### config.mk
export PLATFORM = sky130hd
export DESIGN_NAME = run_continue_ctrl_flat
export DESIGN_NICKNAME = d
export VERILOG_FILES = /design/src/rtl/run_continue_ctrl_if.sv /design/src/rtl/run_continue_ctrl.sv /design/src/flat_wrapper.sv
export SDC_FILE = /design/constraint.sdc
export NUM_CORES = 1
export LEC_CHECK = 0
export ABC_AREA = 1
export BUFFER_PORTS_ARGS = -buffer_cell sky130_fd_sc_hd__buf_2
export CAP_MARGIN = 20
export CELL_PAD_IN_SITES_DETAIL_PLACEMENT = 1
export CELL_PAD_IN_SITES_GLOBAL_PLACEMENT = 1
export CORE_UTILIZATION = 40
export CTS_CLUSTER_SIZE = 28
export DETAILED_ROUTE_END_ITERATION = 12
export GPL_TIMING_DRIVEN = 0
export PLACE_DENSITY_LB_ADDON = 0.1
export RECOVER_POWER = 25
export SLEW_MARGIN = 10
export SYNTH_ARGS = -nofsm -noshare
export SYNTH_HDL_FRONTEND = slang
export SYNTH_SLANG_ARGS = --single-unit
export TNS_END_PERCENT = 50
### constraint.sdc
create_clock -name Clk -period 4.3 [get_ports Clk]
set_clock_uncertainty 0.2 [all_clocks]
set_input_delay 0.43 -clock Clk [delete_from_list [all_inputs] [get_ports Clk]]
set_output_delay 0.43 -clock Clk [all_outputs]
set_load 0.03 [all_outputs]
### src/rtl/run_continue_ctrl_if.sv
// Button/pause bundle between the slc3 top (master) and the
// Run/Continue conditioner (slave).
interface run_continue_ctrl_if;
    logic Run_n;
    logic Continue_n;
    logic Pause;
    logic Run_db;
    logic Continue_db;
    logic Run_go;
    logic Continue_go;
    logic Continue_pending;

    modport master (
        output Run_n,
        output Continue_n,
        output Pause,
        input  Run_db,
        input  Continue_db,
        input  Run_go,
        input  Continue_go,
        input  Continue_pending
    );

    modport slave (
        input  Run_n,
        input  Continue_n,
        input  Pause,
        output Run_db,
        output Continue_db,
        output Run_go,
        output Continue_go,
        output Continue_pending
    );
endinterface

### src/rtl/run_continue_ctrl.sv
// Run/Continue push-button conditioner: two-flop synchronizers,
// counter debouncers and a small FSM that holds an early Continue
// press until the ISDU reaches a pause state.
module run_continue_ctrl #(
    parameter int DEBOUNCE_CYCLES = 4,
    parameter int CNT_W           = 20
) (
    input  logic               Clk,
    input  logic               Reset,
    run_continue_ctrl_if.slave bus
);
    localparam logic [CNT_W-1:0] CNT_LAST = CNT_W'(DEBOUNCE_CYCLES - 1);

    localparam logic [1:0] ST_IDLE    = 2'd0;
    localparam logic [1:0] ST_PENDING = 2'd1;
    localparam logic [1:0] ST_DELIVER = 2'd2;

    logic             r_run_s1;
    logic             r_run_s2;
    logic             r_cont_s1;
    logic             r_cont_s2;
    logic [CNT_W-1:0] r_run_cnt;
    logic [CNT_W-1:0] r_cont_cnt;
    logic             r_run_db;
    logic             r_cont_db;
    logic             r_run_go;
    logic             r_cont_go;
    logic             r_cont_pend;
    logic [1:0]       r_state;

    logic             w_run_s;
    logic             w_cont_s;
    logic             w_run_rise;
    logic             w_cont_rise;
    logic [1:0]       w_state_nxt;

    // Synchronized pressed levels (buttons are active-low).
    assign w_run_s  = ~r_run_s2;
    assign w_cont_s = ~r_cont_s2;

    // A press edge is the edge on which the debounced level flips 0->1;
    // flagging it here lets the pulse line up with the level change.
    assign w_run_rise  = w_run_s  & ~r_run_db  & (r_run_cnt  == CNT_LAST);
    assign w_cont_rise = w_cont_s & ~r_cont_db & (r_cont_cnt == CNT_LAST);

    // Two-flop synchronizers; reset to the released (high) level.
    always_ff @(posedge Clk) begin
        if (Reset) begin
            r_run_s1  <= 1'b1;
            r_run_s2  <= 1'b1;
            r_cont_s1 <= 1'b1;
            r_cont_s2 <= 1'b1;
        end else begin
            r_run_s1  <= bus.Run_n;
            r_run_s2  <= r_run_s1;
            r_cont_s1 <= bus.Continue_n;
            r_cont_s2 <= r_cont_s1;
        end
    end

    // Run debouncer: flip only after DEBOUNCE_CYCLES consecutive disagreements.
    always_ff @(posedge Clk) begin
        if (Reset) begin
            r_run_cnt <= {CNT_W{1'b0}};
            r_run_db  <= 1'b0;
        end else if (w_run_s == r_run_db) begin
            r_run_cnt <= {CNT_W{1'b0}};
        end else if (r_run_cnt == CNT_LAST) begin
            r_run_cnt <= {CNT_W{1'b0}};
            r_run_db  <= w_run_s;
        end else begin
            r_run_cnt <= r_run_cnt + {{(CNT_W-1){1'b0}}, 1'b1};
        end
    end

    // Continue debouncer, identical in behaviour to the Run one.
    always_ff @(posedge Clk) begin
        if (Reset) begin
            r_cont_cnt <= {CNT_W{1'b0}};
            r_cont_db  <= 1'b0;
        end else if (w_cont_s == r_cont_db) begin
            r_cont_cnt <= {CNT_W{1'b0}};
        end else if (r_cont_cnt == CNT_LAST) begin
            r_cont_cnt <= {CNT_W{1'b0}};
            r_cont_db  <= w_cont_s;
        end else begin
            r_cont_cnt <= r_cont_cnt + {{(CNT_W-1){1'b0}}, 1'b1};
        end
    end

    // Continue FSM next state; a Run press always wins and cancels Continue.
    always_comb begin
        w_state_nxt = r_state;
        case (r_state)
            ST_IDLE: begin
                if (w_cont_rise && !w_run_rise) begin
                    w_state_nxt = bus.Pause ? ST_DELIVER : ST_PENDING;
                end else begin
                    w_state_nxt = ST_IDLE;
                end
            end
            ST_PENDING: begin
                if (w_run_rise) begin
                    w_state_nxt = ST_IDLE;
                end else if (bus.Pause) begin
                    w_state_nxt = ST_DELIVER;
                end else begin
                    w_state_nxt = ST_PENDING;
                end
            end
            ST_DELIVER: w_state_nxt = ST_IDLE;
            default:    w_state_nxt = ST_IDLE;
        endcase
    end

    // FSM state and registered event outputs.
    always_ff @(posedge Clk) begin
        if (Reset) begin
            r_state     <= ST_IDLE;
            r_run_go    <= 1'b0;
            r_cont_go   <= 1'b0;
            r_cont_pend <= 1'b0;
        end else begin
            r_state     <= w_state_nxt;
            r_run_go    <= w_run_rise;
            r_cont_go   <= (w_state_nxt == ST_DELIVER);
            r_cont_pend <= (w_state_nxt == ST_PENDING);
        end
    end

    assign bus.Run_db           = r_run_db;
    assign bus.Continue_db      = r_cont_db;
    assign bus.Run_go           = r_run_go;
    assign bus.Continue_go      = r_cont_go;
    assign bus.Continue_pending = r_cont_pend;
endmodule

### src/flat_wrapper.sv
// flat-port wrapper written by rule: the top's interface ports become plain ports
module run_continue_ctrl_flat 
#(
    parameter int DEBOUNCE_CYCLES = 4,
    parameter int CNT_W           = 20
)
  (Clk, Reset, bus_Run_n, bus_Continue_n, bus_Pause, bus_Run_db, bus_Continue_db, bus_Run_go, bus_Continue_go, bus_Continue_pending);
  run_continue_ctrl_if bus_i ();
  input  logic Clk;
  input  logic Reset;
  input wire logic [$bits(bus_i.Run_n)-1:0] bus_Run_n;
  input wire logic [$bits(bus_i.Continue_n)-1:0] bus_Continue_n;
  input wire logic [$bits(bus_i.Pause)-1:0] bus_Pause;
  output wire logic [$bits(bus_i.Run_db)-1:0] bus_Run_db;
  output wire logic [$bits(bus_i.Continue_db)-1:0] bus_Continue_db;
  output wire logic [$bits(bus_i.Run_go)-1:0] bus_Run_go;
  output wire logic [$bits(bus_i.Continue_go)-1:0] bus_Continue_go;
  output wire logic [$bits(bus_i.Continue_pending)-1:0] bus_Continue_pending;
  assign bus_i.Run_n = bus_Run_n;
  assign bus_i.Continue_n = bus_Continue_n;
  assign bus_i.Pause = bus_Pause;
  assign bus_Run_db = bus_i.Run_db;
  assign bus_Continue_db = bus_i.Continue_db;
  assign bus_Run_go = bus_i.Run_go;
  assign bus_Continue_go = bus_i.Continue_go;
  assign bus_Continue_pending = bus_i.Continue_pending;
  run_continue_ctrl #(.DEBOUNCE_CYCLES(DEBOUNCE_CYCLES), .CNT_W(CNT_W)) u_core (.Clk(Clk), .Reset(Reset), .bus(bus_i));
endmodule
==> out/qor.csv, run 1 <==
metric,value,unit
status,finished clean,
post-route-period-util,0.4776,
cts_hold_buf,0,
crit_path_end_kind,register,
grt_pass1_wl,10.01,mm
grt_usage,0.2032,
dieArea,0.006528,mm^2
power,0.0008495,W
slew-limit-headroom,0.7616,
use_met2,0.4051,
arrival,2.05,ns
max_cap_violations,0,
setup_viol,0,
routed_wl,6.016,mm
hp-class,primary input to register,
area_growth,10.18,%
worstMarginPinSlew,0.3563,ns
gr-usage-met3,0.03483,
required,4.30,ns
cts_root_buf,clkbuf_8,
crit_path_top_delay_cell,dfxtp_1,
drtPass1Iterations,4,
fillers,821,
critPathMaxStageDelay,0.53,ns
final_common_cell,nand2_1,
worstSetupStartpointType,register,
core-area,0.005956,mm^2
final_net_count,394,
dp_hpwl,4.686,mm
gp_congestion,0.7782,
die_h,80.80,um
gr-total-overflow,0,
antenna_found_initial,0,
cts_buffers,5,
drv_slew,0,
synth_cell_types,22,
detail-route-antenna-nets,0,
netlist_area,0.002484,mm^2
hold_viol,0,
path_max_fanout,10,
yosysWarnings,0,
start_util,0.4170,
postPlaceCellArea,0.002623,mm^2
die_x,80.80,um
path_cells,ha_1 > inv_1 > nor2_1 > nand2_1 > nor2_1 > nand3_1 > nand3_1 > buf_4 > a21oi_1,
vias,2319,
grt_start_max_net_pins,17,
p_leak,0.9065,nW
crit_type,register to register,
worstSkewPairLatency,0.31,ns
peakVddDrop,204.9,uV
cts.sinks,51,
netlist_instances,369,
cts.clk_slew.worst_paths,0.10,ns
avgSynthCellArea,6.731,um^2
routedWlPerCell,13.05,um
pre_cts_slack,2.271,ns
most-common-layout-cells,"97 x nand2_1, 84 x nor2_1, 51 x dfxtp_1, 31 x inv_1, 25 x a21oi_1",
cts_setup_buffers,0,
grt_pass1_vias,2262,
final_area,0.002736,mm^2
num_rows,28,
first_iter_violations,29,
antenna-diode-count,0,
powerDensity,310.5,mW/mm^2
drc_errors,0,
setup_ws,2.246,ns
drive_above_1_share,0.06218,
fin_crit,2.054,ns
cts_resized,0,
fin_cells,461,
io_pins,10,
io_buffers,9,
met1_usage,0.2168,
yosysSeqAreaShare,0.4111,
clk_path_buf_depth,2,
fmax,487.0,MHz
rsz0062_at_grt,no,
via_per_inst,5.030,
syn_nets,378,
cts_tree,done,
post-place-cells,453,
tns,0,ns
ys_ff_latch,51,
grt.busiest_layer,met2,
h-tree-depth,2,
==> report_power, final <==
group          switching, W  internal (W)  leakage, nW
clock network      0.000168      0.000192       0.0618
logic            0.00000798    0.00000572        0.433
registers        0.00000143      0.000474        0.412
==> kinds of logic (layout without fill, tap and decap cells) <==
logic type	after synthesis	after routing	synth area share
AOI/OAI and AO/OA	32	32	0.06448
xor gates and xnor gates	11	11	0.03879
adders and majority gates	4	4	0.02015
buffers and inverters	36	53	0.06347
DFF	51	51	0.4111
and+or+nand+nor	235	235	0.4020
==> worst max-delay path: cells and delay by family (launching register included) <==
kind	cells	cell delay [ns]
adder cells (fa/ha/maj)	1	0.34
buffers and inverters	2	0.26
flip-flops	1	0.53
AO/OA/AOI/OAI	1	0.08
AND/OR/NAND/NOR	5	0.54
==> flip-flops by register name (all words and copies together), names as in the netlist <==
name,cells
u_core.bus.Run_go,1
u_core.r_run_s1,1
u_core.r_run_s2,1
u_core.bus.Continue_pending,1
u_core.bus.Continue_go,1
u_core.bus.Continue_db,1
u_core.r_cont_s2,1
u_core.r_cont_cnt,20
u_core.r_cont_s1,1
u_core.r_state,2
u_core.r_run_cnt,20
u_core.bus.Run_db,1
==> synthesized netlist by cell type, drive strengths merged <==
cell     n  area, um^2
nand2   97       364.1
nor3b    3       22.52
xnor2    5       43.79
dfxtp   51        1021
nand3b   3       22.52
ha       4       50.05
o21ai    7       35.03
nor2    85       321.6
xor2     6       52.55
nand3   20       105.1
buf      4       37.53
nor3     5       25.02
a21oi   25       125.1
inv     32       120.1
nand4    9       56.30
or2     13       81.34
==> final cells by class <==
cell class,instances,area (um^2),area share
multi-input combinational,282,1305,0.4769
clock inverter,2,38.79,0.01417
sequential,51,1021,0.3731
timing repair buffer,9,37.54,0.01372
buffer,4,37.54,0.01372
clock buffer,6,82.58,0.03018
tap,75,93.84,0.03429
inverter,32,120.1,0.04390
==> stage by stage <==
stage,util,hold WS (ns)
2_1_floorplan,-,0.1895
3_3_place_gp,0.4403,0.1951
3_5_place_dp,0.4403,0.1973
4_1_cts,0.4607,0.08676
5_1_grt,0.4595,0.09239
6_report,0.4595,0.1002
==> metal layers <==
layer	vias up	wire length (um)
li1	1197	-
met1	1100	2602
met2	15	3245
met3	7	94
met4	0	74
met5	-	0
==> path summary, 6_finish.rpt <==
check                                    endpoint  cells past startpoint                             from  slack [ns]
setup / recovery  u_core.r_cont_cnt[7]$_SDFF_PP0_                      9  u_core.r_cont_cnt[0]$_SDFF_PP0_        2.25
hold / removal         u_core.r_run_s1$_SDFF_PP1_                      2                        bus_Run_n        0.10
setup reg to reg  u_core.r_cont_cnt[7]$_SDFF_PP0_                      9  u_core.r_cont_cnt[0]$_SDFF_PP0_        2.25
hold reg to reg       u_core.r_cont_s2$_SDFF_PP1_                      1      u_core.r_cont_s1$_SDFF_PP1_        0.22
Power figures use the tool's default switching activity.
==> run 2, diff against run 1 <==
--- a/config.mk
+++ b/config.mk
@@ -5,7 +5,7 @@
 export SDC_FILE = /design/constraint.sdc
 export NUM_CORES = 1
 export LEC_CHECK = 0
-export ABC_AREA = 1
+export ABC_AREA = 0
 export BUFFER_PORTS_ARGS = -buffer_cell sky130_fd_sc_hd__buf_2
 export CAP_MARGIN = 20
 export CELL_PAD_IN_SITES_DETAIL_PLACEMENT = 1
==> constraint.sdc (replaced) <==
create_clock -name Clk -period 1.9 [get_ports Clk]
set_clock_uncertainty 0.2 [all_clocks]
set_input_delay 0.19 -clock Clk [delete_from_list [all_inputs] [get_ports Clk]]
set_output_delay 0.19 -clock Clk [all_outputs]
set_load 0.03 [all_outputs]
==> out/qor.csv, run 2 <==
metric,value,unit,change
drv_slew,0,,unchanged
arrival,1.89,ns,-0.16 ns
swShare,0.2207,,+0.01139
ys_ff_latch,51,,unchanged
fin_crit,1.856,ns,-0.1977 ns
drive_above_1_share,0.2727,,+0.2106
pre_cts_slack,-0.2680,ns,-2.539 ns
p_seq_frac,0.620,,+0.060
crit_family,simple AND/OR/NAND/NOR gates,,
worstSetupStartpointType,register,,
synth_top_area_share,0.4569,,+0.04580
yosysSeqAreaShare,0.4569,,+0.04580
synth.area.top_cells,"dfxtp_1 46%, nor2_1 5.9%, xnor2_1 4.7%",,
clk_path_buf_depth,2,,unchanged
rrSetupSlack,0.04,ns,-2.20 ns
start_util,0.4267,,+0.009643
setup_ws,0.04420,ns,-2.202 ns
via_per_inst,5.253,,+4.4%
p_leak,0.9279,nW,+2.4%
fmax,538.9,MHz,+11%
cts_tree,done,,
netlist_area,0.002235,mm^2,-10%
core-area,0.005238,mm^2,-12%
yosysWarnings,0,,unchanged
whs_endpoint,u_core.bus.Run_go$_SDFF_PP0_,,
post-route-period-util,0.9767,,+0.4992
slew-limit-headroom,0.7605,,-0.001027
die_h,76.75,um,-5.0%
io_pins,10,,unchanged
cts.sinks,51,,unchanged
hold_viol,0,,unchanged
area_growth,23.01,%,
cts.clk_slew.worst_paths,0.09,ns,about the same
fillers,622,,-24%
grt_pass1_wl,8.618,mm,-14%
num_rows,26,,-7.1%
hold_start,Reset,,
grt_usage,0.1811,,-0.02211
rr_worst_depth,4,,-5
min_path_cells,2,,unchanged
synth_cell_types,32,,+45%
powerDensity,623.4,mW/mm^2,+100%
required,1.94,ns,-2.36 ns
netlist_instances,257,,-30%
dominantRegCellSynth,dfxtp_1,,
routed_wl,5.046,mm,-16%
cp_num_buf_inv,0,,-2
most-common-layout-cells,"33 x nor2_1, 29 x dfxtp_1, 16 x buf_4, 16 x nand2_1, 13 x nand3_1",,
switchingPower,0.0003783,W,+110%
first_iter_violations,78,,+170%
final_net_count,294,,-25%
pwr-share-comb,0.022,,+0.006
critPathMaxStageDelay,0.55,ns,+0.02 ns
rsz0062_at_grt,yes,,
top_regs,"u_core.r_cont_cnt x20, u_core.r_run_cnt x20, u_core.r_state x2",,
crit_path_top_delay_cell,or4_4,,
hp-class,primary input to register,,
cts_root_buf,clkbuf_8,,
cts_buffers,5,,unchanged
p_int,0.001335,W,+99%
final_util,0.5248,,+0.06539
synthMostInstantiatedCell,dfxtp_1,,
gr-total-overflow,0,,unchanged
die_x,76.75,um,-5.0%
peakVddDrop,346.2,uV,+69%
gp_congestion,0.7568,,-2.7%
worstMarginPinSlew,0.3592,ns,+0.002856 ns
ys_top_cells_by_count,"51 x dfxtp_1, 35 x nor2_1, 16 x nand2_1, 15 x nand3_1",,
drc_errors,0,,unchanged
antenna_found_initial,0,,unchanged
final_common_cell,nor2_1,,
path_max_fanout,5,,-5
io_buffers,8,,-1
hold_slack,0.04444,ns,-0.05577 ns
grt_pass1_vias,1903,,-16%
syn_nets,266,,-30%
antenna-diode-count,0,,unchanged
detail-route-antenna-nets,0,,unchanged
yosysTopAreaCell,dfxtp_1,,
dieArea,0.005890,mm^2,-9.8%
routedWlPerCell,14.17,um,+8.6%
setup_viol,0,,unchanged
worstSkewPairLatency,0.30,ns,about the same
drtPass1Iterations,4,,unchanged
power,0.001714,W,+100%
status,finished clean,,
rr_endpoint,u_core.r_run_cnt[19]$_SDFF_PP0_,,
max_cap_violations,0,,unchanged
grt_start_max_net_pins,16,,-1
path_cells,nand4_4 > or4_4 > or3_4 > a21oi_2,,
synthArstFlopShare,0,,unchanged
avgSynthCellArea,8.695,um^2,+29%
h-tree-depth,2,,unchanged
clockPowerShare,0.358,,-0.066
crit_type,register to register,,
synth-edff-count,0,,unchanged
worstReg2RegStart,u_core.r_run_cnt[9]$_SDFF_PP0_,,
vias,1870,,-19%
crit_path_end_kind,register,,
dp_hpwl,3.343,mm,-29%
## run 2: worst max path at each step
stage	startpoint	to	slack [ns]	depth (start not counted)
after floorplan	u_core.r_run_cnt[2]$_SDFF_PP0_	u_core.r_run_cnt[19]$_SDFF_PP0_	0.03	4
after global placement	u_core.r_cont_cnt[0]$_SDFF_PP0_	u_core.r_cont_cnt[8]$_SDFF_PP0_	-0.27	7
after detailed placement	u_core.r_cont_cnt[0]$_SDFF_PP0_	u_core.r_cont_cnt[8]$_SDFF_PP0_	-0.27	7
after CTS	u_core.r_run_cnt[10]$_SDFF_PP0_	u_core.r_run_cnt[19]$_SDFF_PP0_	-0.01	4
after global routing	u_core.r_run_cnt[7]$_SDFF_PP0_	u_core.r_run_cnt[19]$_SDFF_PP0_	-0.01	4
final	u_core.r_run_cnt[9]$_SDFF_PP0_	u_core.r_run_cnt[19]$_SDFF_PP0_	0.04	4
## run 2: repair_timing
action | 4_1_cts | 5_1_grt
hold buffers | 3 | 0
pin swaps | 2 | 7
hold endpoints to repair | 6 | 0
setup endpoints to repair | 46 | 45
buffers inserted | 0 | 12
resized for setup | 28 | 38
## run 2: cells by family after synthesis
family | after synthesis | share of synthesized area
xor+xnor | 24 | 0.09406
simple gates | 127 | 0.3068
compound gates | 30 | 0.08119
buf+inv | 21 | 0.03863
fa+ha+maj | 4 | 0.02240
flops | 51 | 0.4569
## run 2: power groups by stage
stage / clock, W / combinational (W) / sequential [W]
after floorplan: 0 / 0.0000208 / 0.00110
after global placement: 0 / 0.0000295 / 0.00110
after detailed placement: 0 / 0.0000305 / 0.00110
after CTS: 0.000644 / 0.0000369 / 0.00107
after global routing: 0.000679 / 0.0000425 / 0.00106
final: 0.000614 / 0.0000378 / 0.00106
## run 2: area by class of cell
cell class | instances | area [um^2] | area share
Inverter | 11 | 41.29 | 0.01502
Sequential cell | 51 | 1074 | 0.3905
Clock buffer | 6 | 72.57 | 0.02640
Buffer | 8 | 51.30 | 0.01866
Tap cell | 70 | 87.58 | 0.03186
Multi-Input combinational cell | 185 | 1256 | 0.4570
Timing Repair Buffer | 23 | 153.9 | 0.05599
Clock inverter | 2 | 12.51 | 0.004552
## run 2: metrics by stage
stage	area (um^2)	std cells	TNS (ns)
final	2749	356	0
after global placement	2362	335	-8.424
after floorplan	2235	257	0
after global routing	2749	356	-0.02276
after detailed placement	2362	335	-8.145
after CTS	2556	345	-0.01350
## run 2: layer usage
metal  up-vias  global-route usage  routed length, um
li1        954                   -                  -
met4         0             0.06346                 69
met5         -                   0                  0
met1       897              0.2069               2275
met2        12              0.3313               2592
met3         7             0.03571                108
==> run 3, diff against run 2 <==
--- a/config.mk
+++ b/config.mk
@@ -14,6 +14,7 @@
 export CTS_CLUSTER_SIZE = 28
 export DETAILED_ROUTE_END_ITERATION = 12
 export GPL_TIMING_DRIVEN = 0
+export HOLD_SLACK_MARGIN = 0.06
 export PLACE_DENSITY_LB_ADDON = 0.1
 export RECOVER_POWER = 25
 export SLEW_MARGIN = 10
==> out/qor.csv, run 3 (synthesized netlist as in run 2, its figures left out) <==
metric,value,unit,change
status,finished clean,,
max_cap_violations,0,,unchanged
gr-total-overflow,0,,unchanged
h-tree-depth,2,,unchanged
swShare,0.2206,,about the same
worstSkewPairLatency,0.30,ns,about the same
gr-usage-met3,0.03571,,unchanged
use_met2,0.3339,,+0.002679
hold_viol,0,,unchanged
drc_errors,0,,unchanged
start_util,0.4267,,unchanged
crit_type,register to register,,
slew-limit-headroom,0.7394,,-0.02112
antenna-diode-count,0,,unchanged
io_buffers,8,,unchanged
gp_congestion,0.7568,,unchanged
grt.busiest_layer,met2,,
seq_area,0.001074,mm^2,unchanged
required,1.94,ns,about the same
clockPowerShare,0.358,,about the same
dieArea,0.005890,mm^2,unchanged
fin_crit,1.856,ns,+0.000009600 ns
drive_above_1_share,0.2718,,-0.0009503
die_x,76.75,um,unchanged
power,0.001715,W,about the same
powerDensity,622.5,mW/mm^2,-0.15%
setup_ws,0.04419,ns,-0.000009600 ns
cts_tree,done,,
cts.clk_slew.worst_paths,0.09,ns,about the same
setup_viol,0,,unchanged
p_int,0.001337,W,+0.10%
final_common_cell,nor2_1,,
cts_buffers,5,,unchanged
detail-route-antenna-nets,0,,unchanged
cts.sinks,51,,unchanged
worstSetupStartpointType,register,,
multiInputGateArea,0.001252,mm^2,-0.30%
core-area,0.005238,mm^2,unchanged
fillers,624,,+0.32%
crit_path_end_kind,register,,
arrival,1.89,ns,about the same
dp_hpwl,3.343,mm,unchanged
die_h,76.75,um,unchanged
vias,1872,,+0.11%
tns,0,ns,unchanged
path_max_fanout,5,,unchanged
hp-class,register to register,,
met1_usage,0.2089,,+0.001909
switchingPower,0.0003783,W,about the same
first_iter_violations,81,,+3.8%
clk_path_buf_depth,2,,unchanged
grt_start_max_net_pins,16,,unchanged
pre_cts_slack,-0.2680,ns,unchanged
worstMarginPinSlew,0.3909,ns,+0.03169 ns
final_net_count,295,,+0.34%
final_util,0.5260,,+0.001194
grt_usage,0.1825,,+0.001429
pwr-share-comb,0.023,,about the same
postPlaceCellArea,0.002362,mm^2,unchanged
peakVddDrop,346.2,uV,about the same
final_area,0.002755,mm^2,+0.23%
io_pins,10,,unchanged
area_growth,23.29,%,
via_per_inst,5.244,,-0.17%
p_seq_frac,0.619,,about the same
rsz0062_at_grt,yes,,
fmax,538.8,MHz,about the same
drv_slew,0,,unchanged
p_leak,0.9336,nW,+0.61%
top_regs,"u_core.r_cont_cnt x20, u_core.r_run_cnt x20, u_core.r_state x2",,
drtPass1Iterations,4,,unchanged
routedWlPerCell,14.27,um,+0.65%
post-route-period-util,0.9767,,about the same
most-common-layout-cells,"33 x nor2_1, 29 x dfxtp_1, 16 x buf_4, 16 x nand2_1, 13 x nand3_1",,
grt_pass1_vias,1907,,+0.21%
antenna_found_initial,0,,unchanged
grt_pass1_wl,8.694,mm,+0.88%
cts_root_buf,clkbuf_8,,
num_rows,26,,unchanged
routed_wl,5.093,mm,+0.93%
[run 3: cell count changes in the layout (fill, tap and decap cells not counted), sizes merged]
cell,delta
dlygate4sd3,+1
[run 3: final timing paths]
check,start,end,slack [ns],cells past startpoint
max,u_core.r_run_cnt[9]$_SDFF_PP0_,u_core.r_run_cnt[19]$_SDFF_PP0_,0.04,4
min,u_core.r_run_s1$_SDFF_PP1_,u_core.r_run_s2$_SDFF_PP1_,0.22,1
max reg2reg,u_core.r_run_cnt[9]$_SDFF_PP0_,u_core.r_run_cnt[19]$_SDFF_PP0_,0.04,4
min reg2reg,u_core.r_run_s1$_SDFF_PP1_,u_core.r_run_s2$_SDFF_PP1_,0.22,1
[run 3: cell type report]
type / count / area share
multi-input combinational: 185 / 0.4546
buffer: 8 / 0.01862
timing repair buffer: 24 / 0.05949
tap: 70 / 0.03179
inverter: 11 / 0.01499
sequential: 51 / 0.3896
clock buffer: 6 / 0.02634
clock inverter: 2 / 0.004541
[run 3: power groups by stage]
stage | logic (W) | registers [W] | clock network [W]
floorplan | 0.0000208 | 0.00110 | 0
global placement | 0.0000295 | 0.00110 | 0
detailed placement | 0.0000305 | 0.00110 | 0
CTS | 0.0000385 | 0.00107 | 0.000644
global route | 0.0000446 | 0.00106 | 0.000678
finish | 0.0000397 | 0.00106 | 0.000613
[run 3: metrics by stage]
stage | instances | hold slack, ns
after global routing | 357 | 0.2391
after floorplan | 257 | 0.06674
after detailed placement | 335 | 0.1772
after global placement | 335 | 0.1735
final | 357 | 0.2233
after CTS | 346 | 0.2292
[run 3: routing by layer]
layer  vias to the layer above  share of wire
met5                         -              0
met4                         0          0.014
met3                         7          0.017
met2                        11           0.51
met1                       896           0.46
li1                        958              -
[run 3: critical path, cell delays in order (launching register included)]
cell	delay, ns
dfxtp_4	0.40
nand4_4	0.12
or4_4	0.55
or3_4	0.39
a21oi_2	0.14
[run 3: timing repair]
| item | in CTS | in global routing |
|---|---|---|
| endpoints found under the setup margin | 46 | 45 |
| hold buffers | 4 | 0 |
| hold endpoints to repair | 7 | 0 |
| buffers inserted | 0 | 12 |
| pin swaps | 2 | 7 |
| resized for setup | 28 | 37 |
